<file path="src/rtl/dmem_arbiter.sv">
// Two-port data-memory arbiter: CPU (C) and external loader (X).
// Optional: DMEM_ARB_FIXED_PRIO_EN selects fixed CPU priority.
module dmem_arbiter #(
    parameter int ADDR_WIDTH = 32,
    parameter int DATA_WIDTH = 32,
    parameter int RD_LATENCY = 1
) (
    input  logic                  clk,
    input  logic                  rst,
    input  logic                  cpu_req,
    input  logic                  cpu_we,
    input  logic [ADDR_WIDTH-1:0] cpu_addr,
    input  logic [DATA_WIDTH-1:0] cpu_wdata,
    output logic                  cpu_gnt,
    output logic                  cpu_rvalid,
    output logic [DATA_WIDTH-1:0] cpu_rdata,
    output logic                  cpu_stall,
    input  logic                  ext_req,
    input  logic                  ext_we,
    input  logic [ADDR_WIDTH-1:0] ext_addr,
    input  logic [DATA_WIDTH-1:0] ext_wdata,
    output logic                  ext_gnt,
    output logic                  ext_rvalid,
    output logic [DATA_WIDTH-1:0] ext_rdata,
    output logic                  mem_en,
    output logic                  mem_we,
    output logic [ADDR_WIDTH-1:0] mem_addr,
    output logic [DATA_WIDTH-1:0] mem_wd,
    input  logic [DATA_WIDTH-1:0] mem_rd,
    output logic                  busy
);

    if (RD_LATENCY < 1 || RD_LATENCY > 7) begin : g_bad_latency
        $error("dmem_arbiter: RD_LATENCY must be 1..7");
    end

    typedef enum logic [1:0] {
        S_IDLE,
        S_WAIT,
        S_RESP
    } state_t;

    state_t                r_state;
    state_t                w_state_nxt;
    logic [2:0]            r_cnt;
    logic                  r_owner_x;
    logic [DATA_WIDTH-1:0] r_rdata;

    logic w_arb_ok;
    logic w_pick_c;
    logic w_gnt_c;
    logic w_gnt_x;
    logic w_we;
    logic w_rd_gnt;
    logic w_busy;
    logic w_resp;
    logic w_cpu_out;

    // Gating with rst keeps every output low while reset is held.
    assign w_arb_ok = rst & (r_state != S_WAIT);

`ifdef DMEM_ARB_FIXED_PRIO_EN
    assign w_pick_c = cpu_req;
`else
    logic r_last_x;
    assign w_pick_c = cpu_req & (~ext_req | r_last_x);
`endif

    assign w_gnt_c  = w_arb_ok & w_pick_c;
    assign w_gnt_x  = w_arb_ok & ext_req & ~w_pick_c;
    assign w_we     = (w_gnt_c & cpu_we) | (w_gnt_x & ext_we);
    assign w_rd_gnt = (w_gnt_c | w_gnt_x) & ~w_we;
    assign w_busy   = (r_state == S_WAIT);
    assign w_resp   = (r_state == S_RESP);

    always_comb begin
        w_state_nxt = r_state;
        case (r_state)
            S_IDLE, S_RESP: begin
                w_state_nxt = w_rd_gnt ? S_WAIT : S_IDLE;
            end
            S_WAIT: begin
                if (r_cnt == 3'd1) begin
                    w_state_nxt = S_RESP;
                end
            end
            default: w_state_nxt = S_IDLE;
        endcase
    end

    always_ff @(posedge clk or negedge rst) begin
        if (!rst) begin
            r_state   <= S_IDLE;
            r_cnt     <= 3'd0;
            r_owner_x <= 1'b0;
            r_rdata   <= '0;
        end else begin
            r_state <= w_state_nxt;
            if (w_rd_gnt) begin
                r_cnt     <= 3'(RD_LATENCY);
                r_owner_x <= w_gnt_x;
            end else if (w_busy) begin
                r_cnt <= r_cnt - 3'd1;
                if (r_cnt == 3'd1) begin
                    r_rdata <= mem_rd;
                end
            end
        end
    end

`ifndef DMEM_ARB_FIXED_PRIO_EN
    // Reset as "X granted last" so the first tie goes to the CPU.
    always_ff @(posedge clk or negedge rst) begin
        if (!rst) begin
            r_last_x <= 1'b1;
        end else if (w_gnt_c | w_gnt_x) begin
            r_last_x <= w_gnt_x;
        end
    end
`endif

    assign cpu_gnt    = w_gnt_c;
    assign ext_gnt    = w_gnt_x;
    assign mem_en     = w_gnt_c | w_gnt_x;
    assign mem_we     = w_we;
    assign mem_addr   = w_gnt_c ? cpu_addr  : (w_gnt_x ? ext_addr  : '0);
    assign mem_wd     = w_gnt_c ? cpu_wdata : (w_gnt_x ? ext_wdata : '0);
    assign cpu_rvalid = w_resp & ~r_owner_x;
    assign ext_rvalid = w_resp & r_owner_x;
    assign cpu_rdata  = r_rdata;
    assign ext_rdata  = r_rdata;
    assign busy       = w_busy;

    assign w_cpu_out = (w_gnt_c & ~cpu_we) | (w_busy & ~r_owner_x);
    assign cpu_stall = rst & ((cpu_req & ~w_gnt_c)
                     | (w_cpu_out & ~cpu_rvalid));

endmodule

</file>
<file path="config.mk">
export PLATFORM = sky130hd
export DESIGN_NAME = dmem_arbiter
export DESIGN_NICKNAME = d
export VERILOG_FILES = /design/src/rtl/dmem_arbiter.sv
export SDC_FILE = /design/constraint.sdc
export NUM_CORES = 1
export LEC_CHECK = 0
export ABC_AREA = 0
export CAP_MARGIN = 25
export CORE_AREA = 2 2 117 119
export DETAILED_ROUTE_END_ITERATION = 6
export DIE_AREA = 0 0 119 121
export SYNTH_ARGS = -nofsm -noshare
export SYNTH_HDL_FRONTEND = slang
export SYNTH_SLANG_ARGS = --single-unit
</file>
<file path="constraint.sdc">
create_clock -name clk -period 2.2 [get_ports clk]
set_input_delay 0.44 -clock clk [delete_from_list [all_inputs] [get_ports clk]]
set_output_delay 0.44 -clock clk [all_outputs]
set_load 0.02 [all_outputs]
</file>
==> impl_results.md <==
- Count of input and output buffers: 301
- Final worst clock skew: between 0.004 and 0.005 ns
- GR Util met3: 5.26%
- End of the worst register-to-register path: cpu_rdata[30]
- Via/cell ratio: roughly 4.5
- Synth Area per Inst: 11.4 µm²
- Leakage power: about 2.7 nW
- Drt pass-1 iters: 5
- Met2 Usage GRT: roughly 30%
- Via count: between 3,000 and 4,000
- Clock power share: between 10% and 20%
- Fraction of power consumed by sequential logic: between 20% and 30%
- Sequential-to-total area share from yosys stat: 37.9%
- All-layer global routing usage: 16.9%
- Total of warnings raised by yosys: 0
- Area used by sequential logic in the layout: 977 µm²
- Number of hold violations in the final report: 0
- Clock slew seen by the registers of the worst setup and hold paths: approximately 0.060 ns
- Clock tree from TritonCTS: built
- Die area: between 0.01 and 0.015 mm²
- Portion of total power attributed to combinational logic: 69.2%
- DP HPWL: about 9600 µm
- Cell area after synthesis: about 0.0026 mm²
- Met1 layer usage reported by global route: between 10% and 20%
- Type of destination of the critical path: output pin
- Register bit count reported by yosys: 39
- Final weighted congestion in routability-driven placement: a little over 0.8
- Share of final-layout standard cells stronger than drive strength 1: 30.9%
- Total clock sinks: 39
- Drt first-iter violations: 93
- Arrival time at the worst endpoint: between 1.5 and 2 ns
- Number of distinct standard cells referenced by the synthesized netlist: 36
- Final standard cell utilization of the core: roughly 48%
- Vias in the first global route: 3,193
- Status: finished, violations left
- Maximum capacitance violations: 0
- Top-Level Pins: 302
- Die Height: about 120 µm
- Placeable Area: 0.0131 mm²
- Time the final worst path needs with I/O delays and setup: approximately 2.3 ns
- Minimum hold slack: slightly below 0.1 ns
- Proportion of register bits with asynchronous set or reset after synthesis: 100%
- Final worst setup slack: -0.0907 ns
- Synthesized net count: just under 400
- Area growth from synthesis to layout: 142%
- Worst-margin pin slew: approximately 0.52 ns
- Number of antenna violations at the first check in global routing: 2
- Switching share of power: ~40%
- First-pass GRT wire length: 18,800 µm
- Final-layout fill cell count: ~1,200
- Initial Utilization: a little under 20%
- Start of the worst register-to-register path: r_state[1]
- Clock buffer depth: 2
- Largest net degree at the start of global routing: 40
- Share of Yosys cell area claimed by the top area cell type: 36.9%
- Cell area after placement: 0.00562 mm²
- Leading post-synthesis cells by cell area: sky130_fd_sc_hd__dfrtp_1 37%, sky130_fd_sc_hd__a22o_1 22%, sky130_fd_sc_hd__mux2_2 13%
- Cts bufs inserted: 5
- Maximum clock rate: 0.437 GHz
- Number of max-slew violations in the final report: 0
- Number of remaining DRC errors: 0
- Setup-failing EPs final: 29
- Non-Filler Cell Area, Final: approximately 0.0062 mm²
- Violations in the final reports: setup timing
- Num rows: 42
- Power density of the placed cells: 1110 mW/mm²
- Number of hold buffers added after CTS: 0
- Nets: around 700
- Required @ worst endpoint: ~1.8 ns
- Pint: a little over 4 mW
- Highest net fanout along the worst path: 6
- PnR Total Power: 6.90 mW
- Top-count cell post-synth: sky130_fd_sc_hd__a22o_1
- Ranking of synthesized cells by instance count: 66 x sky130_fd_sc_hd__a22o_1, 38 x sky130_fd_sc_hd__dfrtp_1, 36 x sky130_fd_sc_hd__buf_4, 30 x sky130_fd_sc_hd__mux2_2, 7 x sky130_fd_sc_hd__buf_6
- Unrepaired setup endpoints after global routing: yes
- Classification of the worst-slack hold path: primary input to async pin
- Gr ovfl total: 0
- Critical Path Source Type: register
- Post-route ant nets: 0
- Tcrit/Tclk final: 104%
- Worst vdd rail ir drop: 0.628 mV
- Die Wd: between 100 and 150 µm
- Post-synth top area cell: sky130_fd_sc_hd__dfrtp_1
- Primary flip-flop cell chosen by synthesis mapping: sky130_fd_sc_hd__dfrtp_1
- Post-place setup slack: -0.765 ns
- Global-route layer with the greatest usage: met2
- Sum of routed wire length over all layers: 13,300 µm
- Routed wire length per instance: around 19 µm
- CTS H-tree lvls: 2
- Worst slew margin relative to its limit: approximately 65%
- Multi-input gate area: between 0.001 and 0.0015 mm²
- Worst setup path class: register to output pin
- R2R setup slack: around 0.5 ns
- Clk root buf: sky130_fd_sc_hd__clkbuf_16
- Number of flops mapped to enable cells by yosys: 0
- Number of cells on the worst reg-to-reg path: 7
- Clock latency on the worst-skew pair: 0.28 ns
- Number of standard cells after synthesis: roughly 230
- Switching power total: about 2.7 mW
metrics by stage:
stage               TNS [ns]  std cells
floorplan                  0        226
global placement      -43.65        672
detailed placement    -43.91        672
CTS                    -2.12        697
global route           -4.76        703
finish                 -1.46        704
cell usage in the layout, fill, tap and decap left out, types with 4 or more instances in the layout:
cell type / instances
sky130_fd_sc_hd__buf_6: 55
sky130_fd_sc_hd__a22o_1: 66
sky130_fd_sc_hd__inv_1: 4
sky130_fd_sc_hd__dfrtp_1: 38
sky130_fd_sc_hd__buf_4: 38
sky130_fd_sc_hd__buf_2: 4
sky130_fd_sc_hd__mux2_2: 30
sky130_fd_sc_hd__clkdlybuf4s50_1: 226
sky130_fd_sc_hd__buf_12: 10
sky130_fd_sc_hd__buf_16: 5
sky130_fd_sc_hd__clkbuf_16: 6
layer usage:
layer | part of all wire, % | wire length [µm] | vias up
met5 | 0.098 | 13 | -
met4 | 3.6 | 478 | 2
met3 | 9.0 | 1190 | 24
met2 | 50 | 6690 | 187
met1 | 37 | 4930 | 1515
li1 | - | - | 1436
how the worst max path moves through the flow:
stage / to / startpoint / slack, ns
after floorplan: mem_wd[17] / r_last_x / 0.22
after CTS: mem_wd[8] / r_last_x / -0.11
after detailed placement: mem_wd[22] / ext_req / -0.76
final: mem_wd[8] / r_last_x / -0.09
after global placement: mem_wd[22] / ext_req / -0.75
after global routing: mem_wd[8] / r_last_x / -0.15
cell type report:
class | count | area share [%]
repair buffers | 345 | 58.4
multi-input cells | 131 | 19.6
flip-flops and latches | 39 | 15.7
well taps | 176 | 3.54
clock buffers | 6 | 2.23
inverters | 5 | 0.342
clock inverters | 1 | 0.141
diodes | 1 | 0.0402
worst max-delay path, cell delays in order, from the launching register on:
cell and delay [ns]:
sky130_fd_sc_hd__dfstp_2 0.56, sky130_fd_sc_hd__nand2b_4 0.13, sky130_fd_sc_hd__and4_4 0.22, sky130_fd_sc_hd__buf_12 0.13
sky130_fd_sc_hd__buf_12 0.13, sky130_fd_sc_hd__buf_8 0.11, sky130_fd_sc_hd__a22o_1 0.15, sky130_fd_sc_hd__buf_6 0.14
state kept, by name (all words and copies together) (netlist names):
signal / flops
r_last_x: 1
cpu_rdata: 32
r_cnt: 3
r_state: 2
r_owner_x: 1
power groups by stage:
stage               registers, mW  logic, mW  clock network, mW
floorplan                    1.72       2.17                  0
global placement             1.38       4.37                  0
detailed placement           1.40       4.39                  0
CTS                          1.40       4.76              0.760
global route                 1.45       5.00              0.789
finish                       1.39       4.77              0.736
cell families after synthesis:
family                   after synthesis  share of synthesized area, %
adder cells (fa/ha/maj)                2                         0.970
buffers and inverters                 56                          15.7
flip-flops                            39                          37.9
AND/OR/NAND/NOR                       15                          4.22
AO/OA/AOI/OAI                         80                          26.4
multiplexers                          33                          14.4
XOR/XNOR                               1                         0.340
repair_timing:
| item | CTS | global route |
|---|---|---|
| gates resized for setup | 373 | 16 |
| setup buffers | 10 | 7 |
| pin swaps | 31 | 12 |
| cloned | 8 | 1 |
| setup endpoints to repair | 68 | 70 |
Note: power is estimated with default switching activity, not from simulation.
